## src/rtl/traffic_light_monitor.sv

```systemverilog
// rtl/traffic_light_monitor.sv - safety observer for traffic_light_controller outputs (optional TLM_COUNT_CHECK_EN countdown check)
module traffic_light_monitor #(
    parameter int MAX_PHASE_CYCLES = 1000,
    parameter int CNT_W            = 16
) (
    input  logic             clk,
    input  logic             rst_n,
    input  logic [2:0]       street_a,
    input  logic [2:0]       street_b,
    input  logic [6:0]       hex0,
    input  logic [6:0]       hex1,
    input  logic [6:0]       hex2,
    input  logic [6:0]       hex3,
    input  logic             clr_fault,
    output logic [2:0]       phase,
    output logic [6:0]       count_a,
    output logic [6:0]       count_b,
    output logic             count_valid,
    output logic             fault_conflict,
    output logic             fault_seq,
    output logic             fault_illegal,
    output logic             fault_timeout,
    output logic             fault_any,
    output logic [CNT_W-1:0] phase_changes
);

    localparam int TMR_W = (MAX_PHASE_CYCLES > 2) ? $clog2(MAX_PHASE_CYCLES) : 1;
    localparam logic [TMR_W-1:0] TMR_LAST = TMR_W'(MAX_PHASE_CYCLES - 1);

    typedef enum logic [2:0] {
        S_SYNC  = 3'd0,
        S_AG    = 3'd1,
        S_AY    = 3'd2,
        S_BG    = 3'd3,
        S_BY    = 3'd4,
        S_FAULT = 3'd5
    } state_t;

    // Returns {legal, digit} for an active-low {g,f,e,d,c,b,a} pattern.
    function automatic logic [4:0] seg_dec(input logic [6:0] s);
        case (s)
            7'b1000000: seg_dec = {1'b1, 4'd0};
            7'b1111001: seg_dec = {1'b1, 4'd1};
            7'b0100100: seg_dec = {1'b1, 4'd2};
            7'b0110000: seg_dec = {1'b1, 4'd3};
            7'b0011001: seg_dec = {1'b1, 4'd4};
            7'b0010010: seg_dec = {1'b1, 4'd5};
            7'b0000010: seg_dec = {1'b1, 4'd6};
            7'b1111000: seg_dec = {1'b1, 4'd7};
            7'b0000000: seg_dec = {1'b1, 4'd8};
            7'b0010000: seg_dec = {1'b1, 4'd9};
            default:    seg_dec = 5'd0;
        endcase
    endfunction

    // Stage-1 sample registers; r_primed masks the cleared contents right after reset.
    logic [2:0] r_street_a, r_street_b;
    logic [6:0] r_hex0, r_hex1, r_hex2, r_hex3;
    logic       r_clr;
    logic       r_primed;

    // Stage-2 state
    state_t          r_state, w_state_nx;
    logic [TMR_W-1:0] r_timer, w_timer_nx;
    logic [CNT_W-1:0] r_pc, w_pc_nx;
    logic            r_armed, w_armed_nx;
    logic            r_f_conf, r_f_seq, r_f_ill, r_f_tmo;
    logic            w_f_conf_nx, w_f_seq_nx, w_f_ill_nx, w_f_tmo_nx;
    logic [6:0]      r_count_a, r_count_b;
    logic            r_count_valid;

    // Decode and check signals
    logic [4:0] w_d0, w_d1, w_d2, w_d3;
    logic       w_digits_ok;
    logic [6:0] w_cnt_a, w_cnt_b;
    logic       w_a_red, w_a_yel, w_a_grn, w_b_red, w_b_yel, w_b_grn;
    logic       w_light_bad, w_conflict;
    state_t     w_pair, w_succ;
    logic       w_pair_valid, w_in_phase, w_advance, w_stay, w_seq_bad, w_tmo, w_cnt_bad;
    logic       w_new_conf, w_new_seq, w_new_ill, w_new_tmo, w_new_any;

    // Register every input once before any decoding.
    always_ff @(posedge clk or negedge rst_n) begin
        if (!rst_n) begin
            r_street_a <= '0;
            r_street_b <= '0;
            r_hex0     <= '0;
            r_hex1     <= '0;
            r_hex2     <= '0;
            r_hex3     <= '0;
            r_clr      <= 1'b0;
            r_primed   <= 1'b0;
        end else begin
            r_street_a <= street_a;
            r_street_b <= street_b;
            r_hex0     <= hex0;
            r_hex1     <= hex1;
            r_hex2     <= hex2;
            r_hex3     <= hex3;
            r_clr      <= clr_fault;
            r_primed   <= 1'b1;
        end
    end

    // Decode digits and classify the light pair from the sampled inputs.
    always_comb begin
        w_d0        = seg_dec(r_hex0);
        w_d1        = seg_dec(r_hex1);
        w_d2        = seg_dec(r_hex2);
        w_d3        = seg_dec(r_hex3);
        w_digits_ok = w_d0[4] & w_d1[4] & w_d2[4] & w_d3[4];
        w_cnt_a     = 7'(w_d1[3:0]) * 7'd10 + 7'(w_d0[3:0]);
        w_cnt_b     = 7'(w_d3[3:0]) * 7'd10 + 7'(w_d2[3:0]);

        w_a_red = (r_street_a == 3'b100);
        w_a_yel = (r_street_a == 3'b010);
        w_a_grn = (r_street_a == 3'b001);
        w_b_red = (r_street_b == 3'b100);
        w_b_yel = (r_street_b == 3'b010);
        w_b_grn = (r_street_b == 3'b001);

        w_light_bad = !(w_a_red | w_a_yel | w_a_grn) || !(w_b_red | w_b_yel | w_b_grn);
        w_conflict  = !w_a_red && !w_b_red;

        // S_SYNC here stands for "no phase pair" (all-red or faulty lights).
        w_pair = S_SYNC;
        if (w_a_grn && w_b_red) w_pair = S_AG;
        if (w_a_yel && w_b_red) w_pair = S_AY;
        if (w_a_red && w_b_grn) w_pair = S_BG;
        if (w_a_red && w_b_yel) w_pair = S_BY;
        w_pair_valid = (w_pair != S_SYNC);

        case (r_state)
            S_AG:    w_succ = S_AY;
            S_AY:    w_succ = S_BG;
            S_BG:    w_succ = S_BY;
            S_BY:    w_succ = S_AG;
            default: w_succ = S_SYNC;
        endcase
    end

    // Sequence, timeout and countdown checks feeding the fault flags.
    always_comb begin
        w_in_phase = (r_state == S_AG) || (r_state == S_AY) ||
                     (r_state == S_BG) || (r_state == S_BY);
        w_advance  = w_in_phase && w_pair_valid && (w_pair == w_succ);
        w_stay     = w_in_phase && !w_advance;
        w_seq_bad  = w_in_phase && w_pair_valid && (w_pair != r_state) && !w_advance;
        w_tmo      = w_stay && (r_timer >= TMR_LAST);
`ifdef TLM_COUNT_CHECK_EN
        w_cnt_bad  = w_stay && r_armed && w_digits_ok &&
                     !(((w_cnt_a == r_count_a) || (w_cnt_a + 7'd1 == r_count_a)) &&
                       ((w_cnt_b == r_count_b) || (w_cnt_b + 7'd1 == r_count_b)));
`else
        w_cnt_bad  = 1'b0;
`endif
        w_new_conf = w_conflict;
        w_new_ill  = w_light_bad || !w_digits_ok;
        w_new_seq  = w_seq_bad || w_cnt_bad;
        w_new_tmo  = w_tmo;
        w_new_any  = w_new_conf | w_new_ill | w_new_seq | w_new_tmo;
    end

    // Next-state logic: clear beats faults, faults beat phase tracking.
    always_comb begin
        w_state_nx  = r_state;
        w_timer_nx  = r_timer;
        w_pc_nx     = r_pc;
        w_armed_nx  = r_armed;
        w_f_conf_nx = r_f_conf | w_new_conf;
        w_f_seq_nx  = r_f_seq  | w_new_seq;
        w_f_ill_nx  = r_f_ill  | w_new_ill;
        w_f_tmo_nx  = r_f_tmo  | w_new_tmo;
        if (r_clr) begin
            w_state_nx  = S_SYNC;
            w_timer_nx  = '0;
            w_armed_nx  = 1'b0;
            w_f_conf_nx = 1'b0;
            w_f_seq_nx  = 1'b0;
            w_f_ill_nx  = 1'b0;
            w_f_tmo_nx  = 1'b0;
        end else if (w_new_any || r_state == S_FAULT) begin
            w_state_nx = S_FAULT;
            w_timer_nx = '0;
            w_armed_nx = 1'b0;
        end else if (r_state == S_SYNC) begin
            if (w_pair_valid) begin
                w_state_nx = w_pair;
                w_timer_nx = '0;
                w_armed_nx = w_digits_ok;
            end
        end else if (w_advance) begin
            w_state_nx = w_pair;
            w_timer_nx = '0;
            w_pc_nx    = (&r_pc) ? r_pc : r_pc + 1'b1;
            w_armed_nx = w_digits_ok;
        end else begin
            w_timer_nx = r_timer + 1'b1;
            w_armed_nx = r_armed | w_digits_ok;
        end
    end

    // Stage-2 registers: FSM, timer, counters and sticky flags.
    always_ff @(posedge clk or negedge rst_n) begin
        if (!rst_n) begin
            r_state       <= S_SYNC;
            r_timer       <= '0;
            r_pc          <= '0;
            r_armed       <= 1'b0;
            r_f_conf      <= 1'b0;
            r_f_seq       <= 1'b0;
            r_f_ill       <= 1'b0;
            r_f_tmo       <= 1'b0;
            r_count_a     <= '0;
            r_count_b     <= '0;
            r_count_valid <= 1'b0;
        end else if (r_primed) begin
            r_state       <= w_state_nx;
            r_timer       <= w_timer_nx;
            r_pc          <= w_pc_nx;
            r_armed       <= w_armed_nx;
            r_f_conf      <= w_f_conf_nx;
            r_f_seq       <= w_f_seq_nx;
            r_f_ill       <= w_f_ill_nx;
            r_f_tmo       <= w_f_tmo_nx;
            r_count_valid <= w_digits_ok;
            if (w_digits_ok) begin
                r_count_a <= w_cnt_a;
                r_count_b <= w_cnt_b;
            end
        end
    end

    assign phase          = r_state;
    assign count_a        = r_count_a;
    assign count_b        = r_count_b;
    assign count_valid    = r_count_valid;
    assign fault_conflict = r_f_conf;
    assign fault_seq      = r_f_seq;
    assign fault_illegal  = r_f_ill;
    assign fault_timeout  = r_f_tmo;
    assign fault_any      = r_f_conf | r_f_seq | r_f_ill | r_f_tmo;
    assign phase_changes  = r_pc;

endmodule

```

## config.mk

```make
export PLATFORM = sky130hd
export DESIGN_NAME = traffic_light_monitor
export DESIGN_NICKNAME = d
export VERILOG_FILES = /design/src/rtl/traffic_light_monitor.sv
export SDC_FILE = /design/constraint.sdc
export NUM_CORES = 1
export LEC_CHECK = 0
export CORE_UTILIZATION = 58
export CTS_CLUSTER_DIAMETER = 120
export DETAILED_ROUTE_END_ITERATION = 12
export PLACE_DENSITY_LB_ADDON = 0.05
export SYNTH_ARGS = -nofsm -noshare
export SYNTH_HDL_FRONTEND = slang
export SYNTH_SLANG_ARGS = --single-unit
```

## constraint.sdc

```tcl
create_clock -name clk -period 6.96 [get_ports clk]
set_input_delay 1.74 -clock clk [delete_from_list [all_inputs] [get_ports clk]]
set_output_delay 1.74 -clock clk [all_outputs]
set_load 0.01 [all_outputs]
```

==> reports/results.ini, run 1 <==
[synth]
synth-edff-count=0
ys_top_cells_by_area=dfrtp_1 45%, xnor2_1 4.3%, o21ai_0 4.2%
synth.cell_area_um2=4664
synth_seq_area_share_pct=45.06
yosys.cell_types.count=76
synth_commonest_cells=84 x dfrtp_1, 39 x o21ai_0, 35 x nand2_1
ys_ff_latch=84
synth_top_area_cell=dfrtp_1
synth_nets=518
yosysWarnings=0
postSynthAreaPerCell_um2=10.07
ys.flop_type=dfrtp_1
synth.most_common_cell=dfrtp_1
postSynthCellCount=463
synth.top_cell.area_share_pct=45.06
synth-async-reset-ratio_pct=100.0

[timing]
hold_viol=0
final_min_period_over_clock_period_pct=50.51
slew_headroom_pct=25.99
period_needed_ns=3.515
setup_tns_ns=0
clock_skew_ns=0.01350
max_freq_mhz=284.5
rsz0062_at_grt=false
tightest_slew_ns=1.100
slew_violations=0
setup_viol=0

[power]
combPwrFrac_pct=9.5
intPower_uw=684.1
p_switching_uw=252.9
p_clk_share_pct=34.4
p_per_area_nw_per_um2=167.1
peakVddDrop_mv=0.1222
p_sw_share_pct=26.99
seqPwrFrac_pct=56.2
p_leak_nw=2.356

[placed_design]
io_buffer_count=75
placedCellCount=618
gp_congestion=0.9389
dp_hpwl_um=6933

[detailed_routing]
drt-initial-drc-count=143
via_per_inst=5.875
drt_first_pass_iters=4
wl_per_cell_um=15.12
wl_um=9589
ant_nets=0
vias=3725
drc=0

[cts]
path_clk_slew_ns=0.09
cts_resized=0
cts_hold_buf=0
post_cts_buffers=0
numClockSinks=84
htreeDepth=3
clk_path_buf_depth=2
worstSkewPairLatency_ns=0.36
cts-root-buf=clkbuf_8
numCtsBuffers=9
cts_tree=built

[die]
io_pins=76
dieArea_um2=8405
start_util_pct=60.05
core_area_um2=7767
row_count=32
fp.dieW_um=91.68
fp.dieH_um=91.68

[finish]
multi_input_area_um2=2377
layout.cells.non_filler=634
drive_above_1_share_pct=8.271
final-seq-area_um2=2102
nets=582
n_antenna_cell=0
syn_to_final_growth_pct=20.25
nFillCells=599

[global_routing]
grt.overflow.total=0
grt_usage_pct=24.50
antenna_found_initial=0
grt_pass1_vias=3577
grt_pass1_wl_um=16390
grt_start_max_net_pins=85

[hold_path]
min_path_type=register to register

[setup_path]
critPathRequiredTime_ns=5.22
cp.arrival_ns=1.78
crit_slowest_cell=or4_1
crit_chain=or4_1 -> clkdlybuf4s50_1
critical-path-max-stage-delay_ns=0.52
critPathKind=register to output pin
crit_fanout=3
cp-start-kind=register
crit_path_end_kind=output pin

[run]
maxCapViolations=0

[outcome]
outcome=completed

==> flip-flops by register name (all words and copies together) (netlist names), 3 cells and up <==
register       flops
phase_changes     16
r_timer           10
count_a            7
count_b            7
r_hex0             7
r_hex1             7
r_hex2             7
r_hex3             7
phase              3
r_street_a         3
r_street_b         3
==> worst paths after layout <==
path	from	end	slack, ns	cells past startpoint
setup reg to reg	r_hex3[3]	phase[0]	3.56	7
setup / recovery	fault_seq	fault_any	3.44	2
min in group asynchronous	rst_n	count_b[5]	1.55	1
hold reg to reg	count_a[0]	count_a[0]	0.48	2
hold / removal	count_a[0]	count_a[0]	0.48	2
max in group asynchronous	rst_n	r_hex0[1]	4.76	1
==> placed cells by master, fill, tap and decap left out, types with 9 or more instances in the layout <==
| master | instances |
|---|---|
| a21oi_1 | 21 |
| and2_1 | 10 |
| clkbuf_8 | 9 |
| clkdlybuf4s50_1 | 74 |
| dfrtp_1 | 84 |
| ha_1 | 14 |
| inv_1 | 19 |
| nand2_1 | 35 |
| nand3_1 | 16 |
| nor2_1 | 16 |
| o21ai_0 | 39 |
| or3_1 | 9 |
| xnor2_1 | 23 |
==> through the flow <==
| step | total power [mW] | util (%) | area [µm²] | hold WS [ns] | setup slack (ns) |
|---|---|---|---|---|---|
| 6_report | 0.9370 | 72.21 | 5609 | 0.4818 | 3.445 |
| 5_1_grt | 0.9809 | 72.21 | 5609 | 0.5167 | 3.224 |
| 4_1_cts | 0.9459 | 72.21 | 5609 | 0.4894 | 3.426 |
| 3_5_place_dp | 0.6240 | 69.86 | 5426 | 0.4695 | 3.555 |
| 3_3_place_gp | 0.6210 | 69.86 | 5426 | 0.4642 | 3.694 |
| 2_1_floorplan | 0.5772 | - | 4664 | 0.4667 | 3.894 |
==> worst max-delay path: cells and delay by family, from the launching register on <==
| kind | cells | cell delay, ns |
|---|---|---|
| flip-flops | 1 | 0.41 |
| buffers and inverters | 1 | 0.50 |
| AND/OR/NAND/NOR | 1 | 0.52 |
==> metal layers <==
| layer | up-vias | wire length, µm | GRT usage [%] |
|---|---|---|---|
| met5 | - | 0 | 0 |
| met4 | 0 | 234 | 9.921 |
| met3 | 21 | 563 | 6.053 |
| met2 | 112 | 4539 | 40.35 |
| met1 | 1776 | 4253 | 30.99 |
| li1 | 1816 | - | - |
==> logic make-up after synthesis <==
family / count (synthesis) / share of synthesized area (%)
DFF: 84 / 45.06
other: 1 / 0.08039
adders and majority gates: 19 / 5.687
AOI/OAI and AO/OA: 110 / 15.61
buffers and inverters: 41 / 3.970
and+or+nand+nor: 169 / 21.89
muxes: 8 / 1.878
xor gates and xnor gates: 31 / 5.821
==> cell type report <==
| class | count | area share, % |
|---|---|---|
| clock buffer | 9 | 2.208 |
| clock inverter | 7 | 1.048 |
| inverter | 19 | 1.271 |
| multi-input combinational | 338 | 42.38 |
| sequential | 84 | 37.47 |
| tap | 102 | 2.275 |
| timing repair buffer | 75 | 13.34 |
==> power groups by stage <==
stage	registers, mW	logic (mW)	clock network, mW
finish	0.526	0.0887	0.322
global route	0.530	0.0996	0.352
CTS	0.526	0.0896	0.331
detailed placement	0.535	0.0889	0
global placement	0.534	0.0873	0
floorplan	0.523	0.0539	0
No activity file was read; power rests on OpenSTA's default activity.
==> inputs of run 2 (changes only) <==
--- a/config.mk
+++ b/config.mk
@@ -5,7 +5,7 @@
 export SDC_FILE = /design/constraint.sdc
 export NUM_CORES = 1
 export LEC_CHECK = 0
-export CORE_UTILIZATION = 58
+export CORE_UTILIZATION = 49
 export CTS_CLUSTER_DIAMETER = 120
 export DETAILED_ROUTE_END_ITERATION = 12
 export PLACE_DENSITY_LB_ADDON = 0.05
==> constraint.sdc (replaced) <==
create_clock -name clk -period 2.9 [get_ports clk]
set_input_delay 0.725 -clock clk [delete_from_list [all_inputs] [get_ports clk]]
set_output_delay 0.725 -clock clk [all_outputs]
set_load 0.01 [all_outputs]
==> run 2 against run 1 <==
Sequential share of layout area fell by 2.1 points. Via count rose by 1.4%. Final area rose by 5.8%. Global-route usage fell by 2.9 points. Register-to-register slack got worse by 3.5 ns. Clock-buffer cell count rose by 1. Flip-flop and latch count did not move. Highest routed layer unchanged.
==> reports/results.ini, run 2 (same netlist as run 1, synthesis figures left out) <==
[timing]
max_freq_mhz=352.6
hold_viol=0
clock_skew_ns=0.007641
final_min_period_over_clock_period_pct=97.80
period_needed_ns=2.836
slew_violations=0
rsz0062_at_grt=true
setup_viol=0
hold_ws_ns=0.3861

[detailed_routing]
ant_nets=0
via_per_inst=5.520
wl_per_cell_um=14.65
drc=0
vias=3776
drt-initial-drc-count=174
wl_um=10020
drt_first_pass_iters=4

[setup_path]
r2r-end=count_b[6]
crit_fanout=8
crit_end=count_b[6]
critPathRequiredTime_ns=3.13
cp.arrival_ns=3.06
r2r_start=r_hex3[0]
rr_worst_depth=9
reg2reg_slack_ns=0.06
worstSetupStartpoint=r_hex3[0]
critPathKind=register to register
cp-start-kind=register
crit_path_end_kind=register

[power]
power_mw=2.347
peakVddDrop_mv=0.2954
p_leak_nw=2.492
p_per_area_nw_per_um2=395.4

[finish]
n_antenna_cell=0
nets=606
nFillCells=768
layout_commonest_cell=dfrtp_1
final-seq-area_um2=2102
multi_input_area_um2=2456
syn_to_final_growth_pct=27.25
final_cell_mix=84 x dfrtp_1, 74 x clkdlybuf4s50_1, 35 x nand2_1
largest_reg_flops=16
drive_above_1_share_pct=14.77

[placed_design]
io_buffer_count=75
gp_congestion=0.8459
dp_hpwl_um=7261

[global_routing]
grt_pass1_vias=3689
grt_start_max_net_pins=85
antenna_found_initial=0
grt.overflow.total=0
grt_pass1_wl_um=17110
grt_usage_pct=21.58

[run]
maxCapViolations=0

[cts]
cts_tree=built
clk_path_buf_depth=2
htreeDepth=3
numCtsBuffers=9
cts-root-buf=clkbuf_8
path_clk_slew_ns=0.08
numClockSinks=84
worstSkewPairLatency_ns=0.35

[hold_path]
min_path_type=input pin to asynchronous set/reset pin

[die]
core_area_um2=9240
start_util_pct=50.48
fp.dieH_um=99.57
row_count=35
fp.dieW_um=99.57
dieArea_um2=9913
io_pins=76

[outcome]
outcome=completed

[run 2: worst min path at each step]
| stage | cells past startpoint | slack (ns) | endpoint | startpoint |
|---|---|---|---|---|
| 3_5_place_dp | 2 | 0.47 | count_a[5] | count_a[5] |
| 6_report | 2 | 0.39 | count_a[0] | rst_n |
| 3_3_place_gp | 2 | 0.46 | count_a[5] | count_a[5] |
| 5_1_grt | 2 | 0.42 | count_a[4] | rst_n |
| 2_1_floorplan | 0 | 0.43 | count_a[0] | rst_n |
| 4_1_cts | 2 | 0.41 | count_a[0] | rst_n |
[run 2: cell type report]
type,instances,area share (%)
clock buffers,10,2.319
clock inverters,5,1.054
inverters,19,1.202
multi-input cells,338,41.38
flip-flops and latches,84,35.41
well taps,129,2.719
repair buffers,99,15.91
[run 2: per-layer routing]
metal	track usage, %	vias to the layer above	wire (µm)
met5	0	-	0
met4	7.692	0	297
met3	5.271	25	448
met2	34.24	95	4576
met1	28.92	1800	4697
li1	-	1856	-
[run 2: what timing repair did]
action | in CTS | in global routing
setup buffers | 2 | 0
endpoints found under the setup margin | 1 | 14
endpoints found under the hold margin | 0 | 0
pin swaps | 2 | 9
hold buffers | 0 | 0
resized for setup | 4 | 16
[run 2: critical path, stage by stage (launching register included)]
cell,delay [ns]
dfrtp_1,0.46
or3_4,0.45
o31ai_2,0.28
ha_1,0.29
ha_1,0.21
inv_1,0.08
fa_1,0.48
nor3b_2,0.26
xnor2_1,0.13
o21ai_0,0.08
[run 2: report_power, final]
part	switching (mW)	internal [mW]
combinational	0.112	0.134
clock	0.422	0.420
sequential	0.0574	1.20
[run 2: per-stage QoR]
stage / TNS (ns) / worst slack, ns / utilization (%) / cell area, µm² / cells
detailed placement: -0.1299 / -0.1299 / 61.19 / 5654 / 667
floorplan: 0 / 0.01236 / - / 4681 / 463
CTS: 0 / 0.005414 / 63.67 / 5883 / 684
finish: 0 / 0.06389 / 64.24 / 5936 / 684
global route: -0.1260 / -0.07602 / 64.24 / 5936 / 684
global placement: 0 / 0.04283 / 61.19 / 5654 / 667
